==> src/rtl/fetch_if.sv <==
// Fetch-side bundle between the sequencer, the PC register, instruction memory
// and the hazard/branch logic.
interface fetch_if #(
  parameter int unsigned PC_W = 32
);
  logic [PC_W-1:0] pc;
  logic            pc_en;
  logic [PC_W-1:0] next_pc;
  logic            iren;
  logic            ihit;
  logic            stall;
  logic            br_taken;
  logic [PC_W-1:0] br_target;
  logic            jump;
  logic [PC_W-1:0] jump_target;
  logic            halt;
  logic            fetch_valid;
  logic            redirect_pending;
  logic            halted;

  // Sequencer side
  modport master (
    input  pc, ihit, stall, br_taken, br_target, jump, jump_target, halt,
    output pc_en, next_pc, iren, fetch_valid, redirect_pending, halted
  );

  // Core / memory side
  modport slave (
    output pc, ihit, stall, br_taken, br_target, jump, jump_target, halt,
    input  pc_en, next_pc, iren, fetch_valid, redirect_pending, halted
  );
endinterface

==> src/rtl/fetch_sequencer.sv <==
// PC advance/redirect controller: sequences imem reads, holds blocked
// branch/jump redirects in a single slot, squashes wrong-path fetches, halts.
module fetch_sequencer #(
  parameter int unsigned     PC_W     = 32,
  parameter logic [PC_W-1:0] RESET_PC = '0
) (
  input logic     CLK,
  input logic     RST,
  fetch_if.master bus
);

  localparam logic [PC_W-1:0] PC_STEP    = PC_W'(4);
  localparam logic [PC_W-1:0] ALIGN_MASK = ~PC_W'(3);

  typedef enum logic [1:0] {
    BOOT   = 2'd0,
    FETCH  = 2'd1,
    HALTED = 2'd2
  } state_t;

  state_t          state;
  logic            slot_vld;
  logic            slot_br;
  logic [PC_W-1:0] slot_tgt;
  logic            iren_q;
  logic            halted_q;

  logic            advance;
  logic [PC_W-1:0] sel_pc;
  logic [PC_W-1:0] next_pc_c;

  assign advance = (state == FETCH) && bus.ihit && !bus.stall && !bus.halt;

  // Redirect priority: live branch, held branch, live jump, held jump, pc+4
  always_comb begin
    sel_pc = bus.pc + PC_STEP;
    if (bus.br_taken)            sel_pc = bus.br_target;
    else if (slot_vld && slot_br) sel_pc = slot_tgt;
    else if (bus.jump)           sel_pc = bus.jump_target;
    else if (slot_vld)           sel_pc = slot_tgt;
  end

  always_comb begin
    next_pc_c = sel_pc;
    case (state)
      BOOT:    next_pc_c = RESET_PC;
      HALTED:  next_pc_c = bus.pc;
      default: next_pc_c = sel_pc;
    endcase
  end

  assign bus.pc_en            = advance;
  assign bus.next_pc          = next_pc_c & ALIGN_MASK;
  assign bus.fetch_valid      = advance && !bus.br_taken && !bus.jump && !slot_vld;
  assign bus.iren             = iren_q;
  assign bus.redirect_pending = slot_vld;
  assign bus.halted           = halted_q;

  always_ff @(posedge CLK or posedge RST) begin
    if (RST) begin
      state    <= BOOT;
      slot_vld <= 1'b0;
      slot_br  <= 1'b0;
      slot_tgt <= '0;
      iren_q   <= 1'b0;
      halted_q <= 1'b0;
    end else begin
      case (state)
        BOOT: begin
          state  <= FETCH;
          iren_q <= 1'b1;
        end
        FETCH: begin
          // An advance edge applies whatever redirect was selected, so the slot empties
          if (advance) begin
            slot_vld <= 1'b0;
          end else if (bus.br_taken) begin
            slot_vld <= 1'b1;
            slot_br  <= 1'b1;
            slot_tgt <= bus.br_target;
          end else if (bus.jump && !(slot_vld && slot_br)) begin
            slot_vld <= 1'b1;
            slot_br  <= 1'b0;
            slot_tgt <= bus.jump_target;
          end
          if (bus.halt) begin
            state    <= HALTED;
            iren_q   <= 1'b0;
            halted_q <= 1'b1;
          end
        end
        default: begin
          state <= state;
        end
      endcase
    end
  end

endmodule

==> src/flat_wrapper.sv <==
// flat-port wrapper written by rule: the top's interface ports become plain ports
module fetch_sequencer_flat 
#(
  parameter int unsigned     PC_W     = 32,
  parameter logic [PC_W-1:0] RESET_PC = '0
)
  (CLK, RST, bus_pc, bus_ihit, bus_stall, bus_br_taken, bus_br_target, bus_jump, bus_jump_target, bus_halt, bus_pc_en, bus_next_pc, bus_iren, bus_fetch_valid, bus_redirect_pending, bus_halted);
  fetch_if #(.PC_W(PC_W)) bus_i ();
  input logic CLK;
  input logic RST;
  input wire logic [$bits(bus_i.pc)-1:0] bus_pc;
  input wire logic [$bits(bus_i.ihit)-1:0] bus_ihit;
  input wire logic [$bits(bus_i.stall)-1:0] bus_stall;
  input wire logic [$bits(bus_i.br_taken)-1:0] bus_br_taken;
  input wire logic [$bits(bus_i.br_target)-1:0] bus_br_target;
  input wire logic [$bits(bus_i.jump)-1:0] bus_jump;
  input wire logic [$bits(bus_i.jump_target)-1:0] bus_jump_target;
  input wire logic [$bits(bus_i.halt)-1:0] bus_halt;
  output wire logic [$bits(bus_i.pc_en)-1:0] bus_pc_en;
  output wire logic [$bits(bus_i.next_pc)-1:0] bus_next_pc;
  output wire logic [$bits(bus_i.iren)-1:0] bus_iren;
  output wire logic [$bits(bus_i.fetch_valid)-1:0] bus_fetch_valid;
  output wire logic [$bits(bus_i.redirect_pending)-1:0] bus_redirect_pending;
  output wire logic [$bits(bus_i.halted)-1:0] bus_halted;
  assign bus_i.pc = bus_pc;
  assign bus_i.ihit = bus_ihit;
  assign bus_i.stall = bus_stall;
  assign bus_i.br_taken = bus_br_taken;
  assign bus_i.br_target = bus_br_target;
  assign bus_i.jump = bus_jump;
  assign bus_i.jump_target = bus_jump_target;
  assign bus_i.halt = bus_halt;
  assign bus_pc_en = bus_i.pc_en;
  assign bus_next_pc = bus_i.next_pc;
  assign bus_iren = bus_i.iren;
  assign bus_fetch_valid = bus_i.fetch_valid;
  assign bus_redirect_pending = bus_i.redirect_pending;
  assign bus_halted = bus_i.halted;
  fetch_sequencer #(.PC_W(PC_W), .RESET_PC(RESET_PC)) u_core (.CLK(CLK), .RST(RST), .bus(bus_i));
endmodule
==> config.mk <==
export PLATFORM = sky130hd
export DESIGN_NAME = fetch_sequencer_flat
export DESIGN_NICKNAME = d
export VERILOG_FILES = /design/src/rtl/fetch_if.sv /design/src/rtl/fetch_sequencer.sv /design/src/flat_wrapper.sv
export SDC_FILE = /design/constraint.sdc
export NUM_CORES = 1
export LEC_CHECK = 0
export CAP_MARGIN = 0
export CORE_MARGIN = 2
export CORE_UTILIZATION = 25
export DETAILED_ROUTE_END_ITERATION = 8
export SETUP_SLACK_MARGIN = 0.5
export SLEW_MARGIN = 10
export SYNTH_ARGS = -nofsm -noshare
export SYNTH_HDL_FRONTEND = slang
export SYNTH_SLANG_ARGS = --single-unit
==> constraint.sdc <==
create_clock -name CLK -period 5.7 [get_ports CLK]
set_input_delay 1.71 -clock CLK [delete_from_list [all_inputs] [get_ports CLK]]
set_output_delay 1.71 -clock CLK [all_outputs]
set_load 0.02 [all_outputs]
Yosys cells after proc, flatten, opt, wreduce, memory -nomap -nowiden --
Index checks and enable logic that the tools add are counted.
Word-level totals: register bits after elaboration 38, output and inout port bits 37, word-level logic and storage cells 49
Cells by class: reduce and logical (&&, ||, !) cells 22, equal/unequal tests 3, add/sub/neg operators 1, multiplexer cells 16, bitwise gates (word level) 1
Operators by type and width (count):
- 32-bit 2-to-1 mux | 6
- 32-bit case mux with 2 select lines | 1
- 32-bit by 3-bit adder with 32-bit output, second input constant | 1
- 1-bit logical AND | 8
- 1-bit zero test | 6
- 1-bit 2-to-1 mux | 6
- 2-bit AND reduction | 3
- 2-bit case mux with 2 select lines | 1
- 2-bit nonzero test | 2
- 3-bit AND reduction | 1
- 3-bit nonzero test | 1
- 2-bit by 1-bit equality test with 1-bit output, second input constant | 1
- 2-bit equality test, second input constant | 1
- 2-bit zero test | 1
- 2-bit 2-to-1 mux | 1
- 2-bit inequality test, second input constant | 1
- 1-bit case mux with 2 select lines | 1
- 1-bit inverter | 1

Longest topological paths before layout --
Gate-level depths: netlist of the first run.
word-level depth 7, gate-level depth with buffers 9, depth with buffers taken out 6

Least setup slack after synthesis of the first run --
OpenSTA, ideal clock, no wires.
path kind input to output, from in bus_pc[2], to out bus_next_pc[20], stages 6, path buffers 1, arrival time 3.498 ns, setup slack 0.492 ns, cells stage by stage ha_1 -> nand3_2 -> or4_1 -> clkbuf_2 -> o311a_1 -> a211oi_1
On the way: longest elaborated chain between the ends 6
Ends and longest elaborated chain:
- start, declared | line flat_wrapper.sv:11 | input wire logic [$bits(bus_i.pc)-1:0] bus_pc;
- 32-bit by 3-bit adder with 32-bit output | line fetch_sequencer.sv:36 | sel_pc = bus.pc + PC_STEP;
- 32-bit 2-to-1 mux | line fetch_sequencer.sv:40 | else if (slot_vld) sel_pc = slot_tgt;
- 32-bit 2-to-1 mux | line fetch_sequencer.sv:39 | else if (bus.jump) sel_pc = bus.jump_target;
- 32-bit 2-to-1 mux | line fetch_sequencer.sv:38 | else if (slot_vld && slot_br) sel_pc = slot_tgt;
- 32-bit 2-to-1 mux | line fetch_sequencer.sv:37 | if (bus.br_taken) sel_pc = bus.br_target;
- 32-bit case mux with 2 select lines | line fetch_sequencer.sv:45 | case (state)
- end, declared | line flat_wrapper.sv:20 | output wire logic [$bits(bus_i.next_pc)-1:0] bus_next_pc;
No other way between the ends.

Worst setup path in the final report of the first run --
from in bus_pc[20], to out bus_next_pc[31]
Same word-level chain as after synthesis.

==> flow_metrics.tcl, run 1 <==
set metrics [dict create \
    reg2reg_slack_ns 3.16 \
    cellPowerDensity_nw_per_um2 250 \
    p_sw_mw 0.567 \
    skew_ns 0.00954 \
    finalMaxSlewViolations 0 \
    grt_antenna_before_repair 0 \
    synth_cell_types 67 \
    seq_area_frac_synth_pct 25.3 \
    rsz0062_at_grt "yes" \
    ys.warnings.count 0 \
    ys_top_cells_by_count "nand2_1 (77), o21ai_0 (66), dfrtp_1 (35), a21oi_1 (27), clkbuf_1 (27)" \
    die_y_um 122 \
    cts_root_buf "clkbuf_16" \
    synth_edf_count 0 \
    yosys.area.top_type "dfrtp_1" \
    n_antenna_cell 0 \
    grt_pass1_wl_mm 24.0 \
    start_util_pct 25.3 \
    cts_hold_buf 0 \
    vdd_ir_drop_max_v 0.000108 \
    dieWidth_um 122 \
    max-cap-violations 0 \
    synth_most_common_cell "nand2_1" \
    cts_sinks 35 \
    drc_errors 0 \
    yosysTopAreaCellShare_pct 25.3 \
    ys_seq_elements 35 \
    cts_tree "yes" \
    fin_cells 832 \
    clk_path_buf_depth 2 \
    coreArea_sq_um 13700 \
    ys_top_cells_by_area "dfrtp_1 (25%), o21ai_0 (9.5%), nand2_1 (8.3%)" \
    worstHoldPathType "register to register" \
    insertion_delay_ns 0.29 \
    drt_first_iter_violations 321 \
    multiInputGateArea_sq_um 2500 \
    setup_viol_count_final 0 \
    p_comb_share_pct 51.9 \
    clk_pin_slew_ns 0.06 \
    rr_worst_depth 6 \
    viasPerCell 5.36 \
    worstPathArrival_ns 3.52 \
    pwr-share-clk_pct 23.1 \
    grt_max_degree 36 \
    critPathLaunch "bus_pc[20]" \
    fmax_ghz 0.191 \
    cp-end-kind "output pin" \
    design_area_sq_um 5750 \
    cp_data_required_time_ns 3.99 \
    port_buffers 131 \
    regArea_sq_um 876 \
    hold_path.startpoint "u_core.bus.halted$_DFFE_PP0P_" \
    synth_area_sq_um 3470 \
    overflow 0 \
    placedCellCount 813 \
    hold_violations 0 \
    async_reset_ff_share_pct 100 \
    tightestPinTransition_ns 0.751 \
    hold_end "u_core.bus.halted$_DFFE_PP0P_" \
    numCtsBuffers 5 \
    fin_crit_ns 5.23 \
    status "finished clean" \
    cell_internal_pwr_mw 0.868 \
    placed_area_sq_um 5410 \
    cts-htree-levels 2 \
    min_path_cells 1 \
    slew_headroom_pct 49.9 \
    fillers 1391 \
    drive_above_1_share_pct 25.2 \
    routed_wl_mm 15.3 \
    power_frac_seq_pct 25.0 \
    ant_nets 0 \
    rows 43 \
    grt_pass1_vias 4532 \
    area_growth_pct 65.7 \
    synth_flop_cell "dfrtp_1" \
    power.leakage_nw 2.54 \
    reg2reg_from "u_core.state[0]$_DFFE_PP0P_" \
    wire_per_inst_um 18.4 \
    min_period_over_period_pct 91.7 \
    reg2reg_to "u_core.slot_tgt[22]$_DFFE_PP0P_" \
    die-area_sq_um 14800 \
    synth_cells 466 \
    hpwlAfterDp_mm 11.4 \
    synth.avg_cell_area_sq_um 7.44 \
    boundaryPins 140 \
    p_sw_share_pct 39.5 \
    layout.nets 755 \
    drtPass1Iterations 5 \
    worst-setup-path-type "input port to output pin" \
    grt_usage_pct 20.6 \
    worstPathMaxFanout 4 \
    vias 4456 \
    start_kind "input port" \
    gp_congestion 0.866 \
]
==> worst max-delay path, stage by stage <==
cell and delay [ns]:
clkdlybuf4s50_1 0.54, nand4_1 0.19, nor3_2 0.25, nor3b_4 0.24, buf_4 0.15, and4_1 0.18
o211ai_1 0.08, buf_2 0.17
==> timing repair <==
item / 4_1_cts / 5_1_grt
buffers inserted: 6 / 4
endpoints found under the setup margin: 31 / 24
gates cloned: 0 / 1
pin swaps: 14 / 13
gates resized for setup: 142 / 67
==> metal layers <==
metal | global-route usage, % | up-vias | share of wire (%)
li1 | - | 2113 | -
met1 | 26.3 | 2148 | 44
met2 | 35.9 | 170 | 48
met3 | 3.18 | 25 | 6.3
met4 | 5.68 | 0 | 1.8
met5 | 0 | - | 0
==> layout make-up <==
class / instances / area share, %
inverters: 11 / 0.718
well taps: 180 / 3.92
repair buffers: 217 / 33.5
flip-flops and latches: 35 / 15.2
multi-input cells: 381 / 43.6
clock inverters: 2 / 0.609
clock buffers: 6 / 2.42
==> cell usage in the layout, fill, tap and decap left out, types with 4 or more instances in the layout <==
cell / n
a21boi_0: 11
a21boi_1: 4
a21oi_1: 25
a221o_1: 6
a221oi_1: 7
a22oi_1: 7
a31oi_1: 9
buf_12: 5
buf_2: 9
buf_4: 86
buf_6: 7
clkbuf_16: 6
clkbuf_2: 13
clkdlybuf4s50_1: 80
dfrtp_1: 35
dlygate4sd2_1: 8
dlymetal6s2s_1: 5
inv_1: 11
mux2i_1: 22
nand2_1: 75
nand2b_1: 4
nand3_1: 13
nand4_1: 6
nor2_1: 17
nor3_1: 12
nor3b_1: 4
nor4_4: 4
o21ai_0: 60
o21ai_1: 6
o221ai_1: 6
xnor2_1: 4
==> metrics by stage <==
step	hold WS (ns)	TNS [ns]	worst slack, ns	power [mW]	utilization (%)
floorplan	0.441	0	0.566	0.743	-
global placement	0.448	-6.02	-0.451	1.12	39.5
detailed placement	0.458	-6.43	-0.528	1.13	39.5
CTS	0.477	0	0.438	1.43	41.0
global route	0.493	0	0.360	1.52	41.9
finish	0.471	0	0.472	1.43	41.9
==> cells by family (layout without fill, tap and decap cells) <==
logic type | after synthesis | count (layout) | synth area share (%)
compound gates | 178 | 178 | 33.6
xor+xnor | 7 | 7 | 1.77
fa+ha+maj | 1 | 1 | 0.361
buf+inv | 51 | 236 | 6.96
flops | 35 | 35 | 25.3
mux | 22 | 22 | 6.35
other cells | 1 | 2 | 0.108
simple gates | 171 | 171 | 25.6
==> power by group through the flow <==
stage / combinational, mW / sequential [mW] / clock, mW
finish: 0.745 / 0.358 / 0.332
global route: 0.810 / 0.364 / 0.346
CTS: 0.738 / 0.355 / 0.339
detailed placement: 0.775 / 0.358 / 0
global placement: 0.767 / 0.354 / 0
floorplan: 0.399 / 0.344 / 0
==> worst max path at each step <==
stage	endpoint	slack, ns	cells past startpoint
4_1_cts	bus_next_pc[16]	0.44	7
6_report	bus_next_pc[31]	0.47	8
5_1_grt	bus_next_pc[31]	0.36	8
3_3_place_gp	bus_next_pc[24]	-0.45	8
2_1_floorplan	bus_next_pc[14]	0.57	6
3_5_place_dp	bus_next_pc[16]	-0.53	8
==> sequential cells by signal (all words and copies together), names as in the netlist <==
register	cells
u_core.bus.halted	1
u_core.state	2
u_core.bus.redirect_pending	1
u_core.slot_tgt	30
u_core.slot_br	1
No activity file was read; power rests on OpenSTA's default activity.
==> inputs of run 2 (changes only) <==
--- a/config.mk
+++ b/config.mk
@@ -5,7 +5,8 @@
 export SDC_FILE = /design/constraint.sdc
 export NUM_CORES = 1
 export LEC_CHECK = 0
-export CAP_MARGIN = 0
+export ABC_AREA = 1
+export CAP_MARGIN = 15
 export CORE_MARGIN = 2
 export CORE_UTILIZATION = 25
 export DETAILED_ROUTE_END_ITERATION = 8
==> flow_metrics.tcl, run 2 <==
set metrics [dict create \
    coreArea_sq_um 15300 \
    path_buf_inv 2 \
    status "finished clean" \
    synth_most_common_cell "nand2_1" \
    wire_per_inst_um 14.6 \
    rsz0062_at_grt "yes" \
    grt_max_degree 57 \
    regMostFlops "u_core.slot_tgt" \
    setup_viol_count_final 0 \
    drt_first_iter_violations 280 \
    worstPathMaxFanout 3 \
    hpwlAfterDp_mm 12.0 \
    synth_flop_cell "dfrtp_1" \
    gp_congestion 0.912 \
    largest_reg_flops 30 \
    setup_tns_ns 0 \
    crit_path_top_delay_cell "clkdlybuf4s15_1" \
    clk_pin_slew_ns 0.06 \
    grtUsageMet2_pct 31.3 \
    yosysTopAreaCellShare_pct 28.6 \
    dieWidth_um 129 \
    final_common_cell "nand2_1" \
    tightestPinTransition_ns 0.946 \
    cts_tree "yes" \
    yosys.area.top_type "nand2_1" \
    cts_root_buf "clkbuf_16" \
    port_buffers 131 \
    async_reset_ff_share_pct 100 \
    cellPowerDensity_nw_per_um2 132 \
    fin_crit_ns 5.17 \
    final_util_pct 39.3 \
    worstHoldPathType "register to register" \
    fmax_ghz 0.194 \
    synth_cells 706 \
    boundaryPins 140 \
    slowest_delay_ns 0.30 \
    numCtsBuffers 5 \
    worstPathArrival_ns 3.46 \
    use_met3_pct 2.81 \
    path_delay_family "simple AND/OR/NAND/NOR gates" \
    start_util_pct 25.7 \
    placed_area_sq_um 5760 \
    cpMostUsedCell "nand2_1" \
    skew_ns 0.00572 \
    ys_seq_elements 35 \
    worst-setup-path-type "input port to output pin" \
    synth_area_sq_um 3940 \
    cp_data_required_time_ns 3.99 \
    rows 45 \
    cp-end-kind "output pin" \
    seq_area_frac_synth_pct 22.3 \
    ys_top_cells_by_count "nand2_1 (300), inv_1 (83), nor2_1 (47), o21ai_0 (47), nand3_1 (44)" \
    drtPass1Iterations 5 \
    worstPathCellList "clkdlybuf4s15_1, nand2_2, nor2_4, nand2_1, nor2_2, xor2_1, nand2_1, nand3_1, nand2_1, nand2_1, nand2_1, nand2_1, clkdlybuf4s15_2" \
    drive_above_1_share_pct 18.9 \
    routed_wl_mm 15.9 \
    area_growth_pct 53.1 \
    grt_usage_pct 19.0 \
    die_y_um 129 \
    insertion_delay_ns 0.29 \
    busiest_layer "met2" \
    min_period_over_period_pct 90.6 \
    gr-usage-met1_pct 25.6 \
    synth_cell_types 42 \
    die-area_sq_um 16800 \
    fin_ws_ns 0.534 \
    slew_headroom_pct 36.8 \
    vias 4928 \
    cts-htree-levels 2 \
    start_kind "input port" \
    grt_pass1_vias 4830 \
    top_regs "u_core.slot_tgt x30, u_core.state x2" \
    post-place-ws_ns -0.179 \
    mostFrequentLayoutCells "nand2_1 (289), inv_1 (82), clkdlybuf4s50_1 (70)" \
    viasPerCell 4.54 \
    synth_edf_count 0 \
    synth.avg_cell_area_sq_um 5.57 \
    clk_path_buf_depth 2 \
    layout.nets 977 \
    grt_antenna_before_repair 1 \
    vdd_ir_drop_max_v 0.0000906 \
    finalMaxSlewViolations 0 \
    ys.warnings.count 0 \
    overflow 0 \
    drc_errors 0 \
    ys_top_cells_by_area "nand2_1 (29%), dfrtp_1 (22%), inv_1 (7.9%)" \
    grt_pass1_wl_mm 24.9 \
    power.leakage_nw 3.12 \
    cts_sinks 35 \
    max-cap-violations 0 \
    hold_violations 0 \
    ant_nets 0 \
    hold_ws_ns 0.482 \
    design_area_sq_um 6020 \
]
-- run 2: worst min-delay path, cell delays in order (launching register included) --
cell and delay [ns]:
dfrtp_1 0.35, inv_1 0.04, nand2_1 0.05
-- run 2: worst paths after layout --
path,from,slack [ns],depth (start not counted),endpoint
worst max-delay path,bus_pc[7],0.53,13,bus_next_pc[13]
worst min-delay path,u_core.bus.halted$_DFFE_PP0P_,0.48,2,u_core.bus.halted$_DFFE_PP0P_
worst max register to register,u_core.bus.redirect_pending$_DFFE_PP0P_,2.93,9,u_core.slot_tgt[14]$_DFFE_PP0P_
worst min register to register,u_core.bus.halted$_DFFE_PP0P_,0.48,2,u_core.bus.halted$_DFFE_PP0P_
max in group asynchronous,RST,3.49,3,u_core.slot_tgt[21]$_DFFE_PP0P_
min in group asynchronous,RST,1.85,3,u_core.slot_tgt[12]$_DFFE_PP0P_
-- run 2: where the power goes --
group / leakage [nW] / total [mW] / switching, mW / internal [mW]
Sequential: 0.396 / 0.250 / 0.00134 / 0.249
Clock: 0.0679 / 0.274 / 0.112 / 0.162
Combinational: 2.66 / 0.273 / 0.145 / 0.128
-- run 2: metrics by stage --
| step | cells | total power, mW |
|---|---|---|
| after detailed placement | 1068 | 0.529 |
| after global placement | 1068 | 0.529 |
| after floorplan | 707 | 0.373 |
| after global routing | 1086 | 0.836 |
| final | 1086 | 0.797 |
| after CTS | 1083 | 0.799 |
-- run 2: cell families after synthesis --
kind of cell / share of synthesized area, %
simple gates: 43.5
other cells: 0.0953
buf+inv: 13.7
flops: 22.3
xor+xnor: 1.78
fa+ha+maj: 0.318
compound gates: 18.3
-- run 2: repair_timing --
action	in CTS	in global routing
endpoints found under the setup margin	31	30
pin swaps	12	15
cloned	0	0
hold buffers	0	0
gates resized for setup	135	52
setup buffers	7	2
-- run 2: cell type report --
class / count / area [sq um]
antenna: 1 / 2.50
clock buffer: 7 / 133
sequential: 35 / 876
multi-input combinational: 546 / 2660
tap: 211 / 264
fill: 1738 / 9290
timing repair buffer: 196 / 1750
clock inverter: 1 / 5.00
inverter: 89 / 334
-- run 2: metal layers --
layer | vias to the layer above | part of all wire (%) | wire length (um)
li1 | 2554 | - | -
met1 | 2218 | 47 | 7480
met2 | 135 | 46 | 7320
met3 | 21 | 5.2 | 825
met4 | 0 | 1.7 | 274
met5 | - | 0 | 0
==> inputs of run 3 (changes only) <==
==> constraint.sdc (replaced) <==
create_clock -name CLK -period 5.52 [get_ports CLK]
set_input_delay 1.656 -clock CLK [delete_from_list [all_inputs] [get_ports CLK]]
set_output_delay 1.656 -clock CLK [all_outputs]
set_load 0.02 [all_outputs]
==> flow_metrics.tcl, run 3 (same netlist as run 2, synthesis figures left out) <==
set metrics [dict create \
    rows 45 \
    ant_nets 0 \
    max-cap-violations 0 \
    grt_max_degree 57 \
    clk_pin_slew_ns 0.06 \
    layout.nets 975 \
    fin_crit_ns 4.91 \
    cp_data_required_time_ns 3.86 \
    gp_congestion 0.874 \
    die-area_sq_um 16800 \
    top_regs "u_core.slot_tgt x30, u_core.state x2" \
    wire_per_inst_um 14.8 \
    worstPathMaxFanout 7 \
    numCtsBuffers 5 \
    largest_reg_flops 30 \
    worst-setup-path-type "input port to output pin" \
    slowest_delay_ns 0.26 \
    tightestPinTransition_ns 0.970 \
    min_period_over_period_pct 89.0 \
    start_util_pct 25.7 \
    viasPerCell 4.57 \
    grt_antenna_before_repair 3 \
    hpwlAfterDp_mm 12.0 \
    vias 4967 \
    mostFrequentLayoutCells "nand2_1 (287), inv_1 (82), clkdlybuf4s50_1 (69)" \
    hold_ws_ns 0.481 \
    status "finished clean" \
    post-place-ws_ns -0.256 \
    worstHoldPathType "register to register" \
    hold_violations 0 \
    fin_ws_ns 0.608 \
    coreArea_sq_um 15300 \
    worstPathArrival_ns 3.26 \
    overflow 0 \
    worstPathCellList "dlygate4sd2_1, inv_1, nor2_4, nand2_4, nor2_8, xor2_1, nand2_1, nand3_1, nand2_1, nand2_1, nand2_1, nand2_1, buf_6" \
    drt_first_iter_violations 343 \
    setup_viol_count_final 0 \
    drtPass1Iterations 4 \
    p_total_mw 0.823 \
    final_util_pct 38.9 \
    cp-end-kind "output pin" \
    start_kind "input port" \
    power.leakage_nw 3.03 \
    slew_headroom_pct 35.3 \
    grt_pass1_vias 4770 \
    drive_above_1_share_pct 20.0 \
    cts_root_buf "clkbuf_16" \
    regMostFlops "u_core.slot_tgt" \
    fmax_ghz 0.204 \
    skew_ns 0.00428 \
    setup_tns_ns 0 \
    routed_wl_mm 16.0 \
    cts_sinks 35 \
    finalMaxSlewViolations 0 \
    cts-htree-levels 2 \
    cpMostUsedCell "nand2_1" \
    vdd_ir_drop_max_v 0.000110 \
    crit_path_top_delay_cell "dlygate4sd2_1" \
    grt_usage_pct 19.0 \
    grt_pass1_wl_mm 25.0 \
    final_common_cell "nand2_1" \
    rsz0062_at_grt "yes" \
    dieWidth_um 129 \
    insertion_delay_ns 0.28 \
    cts_hold_buf 0 \
    port_buffers 131 \
    cts_tree "yes" \
    area_growth_pct 51.2 \
    clk_path_buf_depth 2 \
    die_y_um 129 \
    boundaryPins 140 \
    cellPowerDensity_nw_per_um2 138 \
    drc_errors 0 \
]
[run 3: what timing repair did]
action,4_1_cts,5_1_grt
setup endpoints to repair,32,30
pin swaps,13,13
gates resized for setup,158,57
buffers inserted,2,2
[run 3: cell type report]
type                            count  area [sq um]
Antenna cell                        3          7.51
Clock buffer                        7           133
Clock inverter                      1          5.00
Fill cell                        1715          9360
Inverter                           89           334
Multi-Input combinational cell    546          2690
Sequential cell                    35           876
Tap cell                          211           264
Timing Repair Buffer              194          1650
[run 3: path summary, 6_finish.rpt]
| check | startpoint | to | slack (ns) | cells after the start |
|---|---|---|---|---|
| max in group asynchronous | RST | u_core.slot_tgt[19]$_DFFE_PP0P_ | 3.34 | 3 |
| hold / removal | u_core.bus.halted$_DFFE_PP0P_ | u_core.bus.halted$_DFFE_PP0P_ | 0.48 | 2 |
| setup reg to reg | u_core.slot_br$_DFFE_PP0P_ | u_core.slot_tgt[14]$_DFFE_PP0P_ | 3.10 | 9 |
| hold reg to reg | u_core.bus.halted$_DFFE_PP0P_ | u_core.bus.halted$_DFFE_PP0P_ | 0.48 | 2 |
| setup / recovery | bus_pc[5] | bus_next_pc[18] | 0.61 | 13 |
| min in group asynchronous | RST | u_core.slot_tgt[12]$_DFFE_PP0P_ | 1.81 | 3 |
[run 3: layer usage]
layer / GRT usage (%) / share of wire [%] / vias to the layer above
met2: 30.5 / 46 / 135
met1: 26.6 / 47 / 2258
met4: 5.31 / 1.9 / 0
met5: 0 / 0 / -
li1: - / - / 2553
met3: 2.97 / 5.6 / 21
[run 3: power by group]
part / internal, mW / switching, mW
sequential: 0.257 / 0.000166
combinational: 0.130 / 0.151
clock: 0.167 / 0.118
total: 0.554 / 0.269
[run 3: per-stage QoR]
| stage | cell area (sq um) | cells |
|---|---|---|
| 6_report | 5950 | 1086 |
| 5_1_grt | 5950 | 1085 |
| 4_1_cts | 5920 | 1081 |
| 3_5_place_dp | 5770 | 1071 |
| 3_3_place_gp | 5770 | 1071 |
| 2_1_floorplan | 3940 | 707 |
[run 3: worst max-delay path: cells and delay by family]
family,cells,cell delay [ns]
XOR/XNOR,1,0.17
AND/OR/NAND/NOR,9,0.95
buffers and inverters,3,0.48
